==> config.mk <==
export PLATFORM = sky130hd
export DESIGN_NAME = hazard_flow_ctrl
export DESIGN_NICKNAME = d
export VERILOG_FILES = /design/src/rtl/hazard_flow_ctrl.sv
export SDC_FILE = /design/constraint.sdc
export NUM_CORES = 1
export LEC_CHECK = 0
export ABC_AREA = 1
export BUFFER_PORTS_ARGS = -buffer_cell sky130_fd_sc_hd__buf_2
export CAP_MARGIN = 20
export CORE_ASPECT_RATIO = 2
export CORE_MARGIN = 2
export CORE_UTILIZATION = 25
export DETAILED_ROUTE_END_ITERATION = 8
export GPL_TIMING_DRIVEN = 0
export RECOVER_POWER = 100
export SETUP_SLACK_MARGIN = 0.5
export SLEW_MARGIN = 5
export SYNTH_ARGS = -nofsm -noshare
export SYNTH_HDL_FRONTEND = slang
export SYNTH_SLANG_ARGS = --single-unit
export TNS_END_PERCENT = 1
==> constraint.sdc <==
create_clock -name CLK -period 2.3 [get_ports CLK]
set_input_delay 0.46 -clock CLK [delete_from_list [all_inputs] [get_ports CLK]]
set_output_delay 0.46 -clock CLK [all_outputs]
set_load 0.05 [all_outputs]
==> src/rtl/hazard_flow_ctrl.sv <==
// ============================================================================
// hazard_flow_ctrl : pipeline stall/flush controller for the 5-stage core.
// Rev 1.0
// ============================================================================
`default_nettype none

module hazard_flow_ctrl #(
  parameter int REG_W = 5,
  parameter int CNT_W = 32
) (
  input  logic             CLK,
  input  logic             nRST,
  input  logic             ihit,
  input  logic             dhit,
  input  logic             exmem_dREN,
  input  logic             exmem_dWEN,
  input  logic             idex_dREN,
  input  logic [REG_W-1:0] idex_rt,
  input  logic [REG_W-1:0] ifid_rs,
  input  logic [REG_W-1:0] ifid_rt,
  input  logic             ctrl_redirect,
  input  logic             memwb_halt,
  output logic             pc_en,
  output logic             ifid_en,
  output logic             idex_en,
  output logic             exmem_en,
  output logic             memwb_en,
  output logic             ifid_flush,
  output logic             idex_flush,
  output logic             exmem_flush,
  output logic             memwb_flush,
  output logic             halted,
  output logic [CNT_W-1:0] stall_cycles
);

  typedef enum logic [1:0] {
    S_RUN   = 2'd0,
    S_DWAIT = 2'd1,
    S_HALT  = 2'd2
  } state_t;

  state_t           state_q, state_d;
  logic             pend_flush_q, pend_flush_d;
  logic [CNT_W-1:0] stall_cycles_q, stall_cycles_d;

  logic dmiss;
  logic lu;

  assign dmiss = (exmem_dREN | exmem_dWEN) & ~dhit;
  assign lu    = idex_dREN & (idex_rt != '0) &
                 ((idex_rt == ifid_rs) | (idex_rt == ifid_rt));

  always_comb begin
    state_d      = state_q;
    pend_flush_d = pend_flush_q;
    pc_en        = 1'b0;
    ifid_en      = 1'b0;
    idex_en      = 1'b0;
    exmem_en     = 1'b0;
    memwb_en     = 1'b0;
    ifid_flush   = 1'b0;
    idex_flush   = 1'b0;
    exmem_flush  = 1'b0;
    memwb_flush  = 1'b0;

    if (state_q != S_HALT) begin
      if (memwb_halt) begin
        state_d = S_HALT;
      end else if (dmiss) begin
        // A redirect seen while frozen is remembered and replayed on release.
        state_d = S_DWAIT;
        if (ctrl_redirect) pend_flush_d = 1'b1;
      end else begin
        state_d  = S_RUN;
        pc_en    = 1'b1;
        ifid_en  = 1'b1;
        idex_en  = 1'b1;
        exmem_en = 1'b1;
        memwb_en = 1'b1;
        if (ctrl_redirect | pend_flush_q) begin
          ifid_flush   = 1'b1;
          idex_flush   = 1'b1;
          pend_flush_d = 1'b0;
        end else if (lu) begin
          pc_en      = 1'b0;
          ifid_en    = 1'b0;
          idex_flush = 1'b1;
        end else if (!ihit) begin
          pc_en      = 1'b0;
          ifid_flush = 1'b1;
        end
      end
    end

    if (!nRST) begin
      pc_en    = 1'b0;
      ifid_en  = 1'b0;
      idex_en  = 1'b0;
      exmem_en = 1'b0;
      memwb_en = 1'b0;
      ifid_flush  = 1'b0;
      idex_flush  = 1'b0;
      exmem_flush = 1'b0;
      memwb_flush = 1'b0;
    end

    stall_cycles_d = stall_cycles_q;
    if (!pc_en && (state_q != S_HALT) && (stall_cycles_q != {CNT_W{1'b1}}))
      stall_cycles_d = stall_cycles_q + 1'b1;
  end

  always_ff @(posedge CLK or negedge nRST) begin
    if (!nRST) begin
      state_q        <= S_RUN;
      pend_flush_q   <= 1'b0;
      stall_cycles_q <= '0;
    end else begin
      state_q        <= state_d;
      pend_flush_q   <= pend_flush_d;
      stall_cycles_q <= stall_cycles_d;
    end
  end

  assign halted       = (state_q == S_HALT);
  assign stall_cycles = stall_cycles_q;

endmodule

`default_nettype wire

; ---- Word level (Yosys, flattened, before mapping)
; Cells that the tools add are included.
[word_totals]
reg_bits = 35
latchBits = 0
mem_bits_rw = 0
rom_bits = 0
in_bits = 24
out_inout_bits = 42
wordCells = 59
memories = 0
[op_classes]
n_addsub = 1
mul = 0
div_mod_pow = 0
n_lt_le_gt_ge = 0
eq_ne = 6
shift = 0
n_mux = 35
n_bitwise = 8
reduce_logical = 6
[ops]
columns = operator, count
row1 = $mux 1, 34
row2 = $add 32x1->32 const B, 1
row3 = $ne 32x32->1 const B, 1
row4 = $eq 5x5->1, 2
row5 = $reduce_bool 5->1, 1
row6 = $ne 2x2->1 const B, 2
row7 = $reduce_and 4->1, 1
row8 = $and 1x1->1, 3
row9 = $or 1x1->1, 3
row10 = $eq 2x2->1 const B, 1
row11 = $logic_and 1x1->1, 2
row12 = $mux 2, 1
row13 = $not 1->1, 2
row14 = $reduce_bool 2->1, 1
row15 = $logic_not 1->1, 1

; ---- Depth between registers and ports, before layout
[depth]
ltp_word = 12
ltp_mapped = 14
depth_no_buf = 13

; ---- Least setup slack after synthesis
; Ideal clock, no wire load.
[synth_path]
path_kind = register to output
startpoint = register state_q[1]
endpoint = output ifid_flush
t_arrival_ps = 2322
t_required_ps = 1840
slack_ps = -482
path_stages_with_launch = 10
n_path_buf = 0
cell_sequence = dfrtp_1 > inv_1 > nor2_1 > nor2_1 > inv_1 > nor2_1 > nand2_1 > inv_1 > nand2_1 > a21oi_1
[synth_between]
elab_chain_len = 3
[synth_rtl]
columns = element, line
row1 = start: declaration, 42  ; state_t state_q, state_d;
row2 = start signal: assignment, 118  ; state_q <= state_d;
row3 = $ne 2x2->1, 66  ; if (state_q != S_HALT) begin
row4 = $mux 1, 66
row5 = $mux 1, 95  ; if (!nRST) begin
row6 = end: declaration, 28  ; output logic ifid_flush,
; Every way passes these cells.

; ---- Worst setup path in the final report
[layout_path]
startpoint = register state_q[1]
endpoint = output memwb_en
[layout_between]
elab_chain_len = 3
[layout_rtl]
columns = element, line
row1 = $ne 2x2->1, 66
row2 = $mux 1, 66
row3 = $mux 1, 95
row4 = end: declaration, 27  ; output logic memwb_en,
; Every way passes these cells.

==> key figures <==
Drt
  – Drt wl/cell: 14.61 um
  – Vias post-DR: between 3k and 4k
  – DRT Pass-1 Iters: 4
  – Drc violations: 0
  – ANT nets after route: 0
  – Detailed Route Iter0 Violations: around 180
  – Mean number of vias per cell: about 4.7
  – Final WL: approximately 9500 um

Clock tree
  – TritonCTS clock tree: yes
  – Clock Sinks: 35
  – H-Tree Depth: 2
  – Root Driver: clkbuf_16
  – CTS Buffer Depth: 2
  – CTS Buf Count: 5
  – Clk Latency, worst-skew pair: approximately 0.29 ns
  – Clock Pin Slew Worst Setup and Hold Paths: 0.06 ns

Cells and area
  – Layout cells sized above 1: 17.45%
  – Post-layout net count: about 530
  – Area of the multi-input gates: about 1600 um2
  – N_diodes: 0
  – Layout area overhead: 32.25%
  – Fillers: 1147
  – Storage cell area: 877.1 um2
  – Final core occ: between 30% and 40%

Critical path
  – Critical Path, Cell by Cell: inv_1 > nor2_4 > nor2_2 > inv_2 > nor2_4 > nand2_2 > clkinvlp_4 > buf_6 > buf_4 > buf_4 > buf_6
  – Reg2Reg Setup Slack: 0.26 ns
  – CP max stage cell: dfrtp_1
  – Buf/Inv on CP: 7
  – Crit. path cell count: 11
  – Crit path to: memwb_en
  – RR Startpoint: stall_cycles[1]$_DFFE_PN0P_
  – Worst EP arrival: 1.72 ns
  – CP Capture Type: primary output
  – CP Max Fanout: 3
  – Critical Path RT: 1.84 ns
  – Worst-case reg-to-reg path depth: 13
  – Reg2reg end: stall_cycles[21]$_DFFE_PN0P_
  – CP max stage delay: 0.36 ns
  – CP startpoint: state_q[1]$_DFFE_PN0N_
  – Crit path max-delay family: buffers and inverters
  – Crit path launch type: flip-flop
  – Crit path kind: flip-flop to primary output

Global routing
  – Overall routing resource usage: 16.51%
  – Vias in the first global route: 3058
  – Antenna violations before repair: 0
  – First-pass GRT wire length: 14690 um
  – Total global routing overflow: 0
  – Largest net degree at the start of global routing: 37

Synth
  – Synth Flop Type: dfrtp_1
  – Commonest cells in the netlist: 167 x nand2_1, 51 x nor2_1, 43 x inv_1
  – Yosys Warn Count: 0
  – Top-area cell type share of the netlist area: 32.96%
  – Gate Count Post-Synth: 420
  – Syn Area/Cell: around 6.3 um2
  – Synth cell types: 25
  – Seq/Total Area, Yosys: ~33%
  – Count leader, synth: nand2_1
  – Number of synthesized register bits: 35
  – Async SR Flop Fraction: 100.0%
  – Cell Area, Synth: about 2700 um2
  – Post-synth EDFFs: 0
  – Top post-synthesis cells by area: dfrtp_1 33%, nand2_1 24%, nand4_1 9.4%, nor2_1 7.2%, inv_1 6.1%
  – Leading area contributor after synthesis: dfrtp_1

Floorplanning
  – Die area: 11520 um2
  – # rows: 53
  – Chip width: 76.91 um
  – Ports: 66
  – Die height: 149.8 um
  – Core Box Area: approximately 10000 um2
  – Initial Utilization: around a quarter

Worst hold path
  – HP Class: primary input to async pin

STA
  – Worst hold slack: 0.1214 ns
  – Fin. max-slew vios: 0
  – Setup violations, final: 0
  – Final Skew: 0.006691 ns
  – Post-route minimum period: about 2.2 ns
  – Tcrit/Tclk final: between 90 and 100%
  – Hold Violations, Final: 0
  – Worst Tran Pin Value: roughly 0.67 ns
  – Slew headroom: 55.41%
  – RSZ-0062 raised after global routing: yes
  – FMAX: 459.6 MHz

Place
  – Port bufs: 63
  – Detail Placement HPWL: 7329 um
  – Placer Congestion: between 0.9 and 1

Flow run
  – Maxcap violations: 0

Pwr
  – P_leak: 1.696 nW
  – VDD IR max: 0.0002439 V
  – Power Density: 462.0 nW/um2

Outcome
  – Status: finished, final reports clean
-- area by class of cell --
class                      instances  share of cell area, %
multi-input combinational        322                  44.36
sequential                        35                  24.96
timing repair buffer              81                  12.78
inverter                          47                  5.233
tap                              137                  4.877
clock buffer                       8                  4.450
buffer                            17                  3.346
-- how the worst min path moves through the flow --
stage          depth (start not counted)                    startpoint                      endpoint  slack [ns]
6_report                               1                          nRST  stall_cycles[22]$_DFFE_PN0P_        0.12
5_1_grt                                1                          nRST  stall_cycles[21]$_DFFE_PN0P_        0.17
4_1_cts                                1                          nRST  stall_cycles[26]$_DFFE_PN0P_        0.15
3_5_place_dp                           2  stall_cycles[16]$_DFFE_PN0P_  stall_cycles[16]$_DFFE_PN0P_        0.54
3_3_place_gp                           2  stall_cycles[16]$_DFFE_PN0P_  stall_cycles[16]$_DFFE_PN0P_        0.52
2_1_floorplan                          0                          nRST      pend_flush_q$_DFFE_PN0P_        0.16
-- flip-flops by register name, indices dropped and copies added (netlist names) --
name and flops:
state_q 2, pend_flush_q 1, stall_cycles 32
-- where the power goes --
group	switching (W)	internal [W]
sequential	0.0000208	0.000634
clock	0.000268	0.000461
combinational	0.000167	0.0000725
total	0.000456	0.00117
-- placed cells by master (no fill, tap or decap) --
cell,instances
clkbuf_2,3
xnor2_1,5
conb_1,2
nor3_1,14
o21ai_0,1
nand3_2,1
nor2_1,47
nand3b_1,7
a41oi_1,1
clkinv_1,1
buf_8,2
nand2_1,164
buf_4,23
ha_2,1
nand3_4,2
nand3_1,12
nor2_4,3
buf_2,24
nor2_2,2
dfrtp_1,34
dfrtp_2,1
nor3_2,1
nand2_2,4
buf_6,7
clkbuf_16,5
a21oi_2,1
a21oi_1,1
nand4_1,40
clkbuf_8,2
clkinvlp_4,2
inv_2,4
clkbuf_1,39
clkbuf_4,1
xor2_1,13
inv_1,40
-- repair_timing --
item	in CTS	in global routing
pin swaps	4	6
gates resized for setup	21	9
hold buffers	0	0
setup buffers	11	7
endpoints found under the setup margin	39	39
-- cell families after synthesis --
group / count (synthesis) / synth area share, %
xor+xnor: 18 / 5.932
fa+ha+maj: 1 / 0.4707
flops: 35 / 32.96
other cells: 1 / 0.1411
buf+inv: 64 / 10.73
compound gates: 4 / 0.8944
simple gates: 297 / 48.87
-- metal layers --
metal | part of all wire, % | track usage [%]
met5 | 0 | 0
met4 | 6.5 | 11.45
met3 | 4.4 | 2.352
met2 | 57 | 33.73
met1 | 32 | 14.03
-- metrics by stage --
| stage | TNS [ns] | instance area, um2 | cells | setup WS, ns | power, W |
|---|---|---|---|---|---|
| after floorplan | -0.05760 | 2696 | 421 | -0.05760 | 0.0008038 |
| after CTS | 0 | 3481 | 640 | 0.1126 | 0.001620 |
| after global placement | -1.260 | 3183 | 621 | -0.4254 | 0.0008815 |
| after global routing | 0 | 3515 | 647 | 0.02441 | 0.001685 |
| after detailed placement | -1.261 | 3183 | 621 | -0.4300 | 0.0008841 |
| final | 0 | 3515 | 647 | 0.1241 | 0.001624 |
Power figures use the tool's default switching activity.
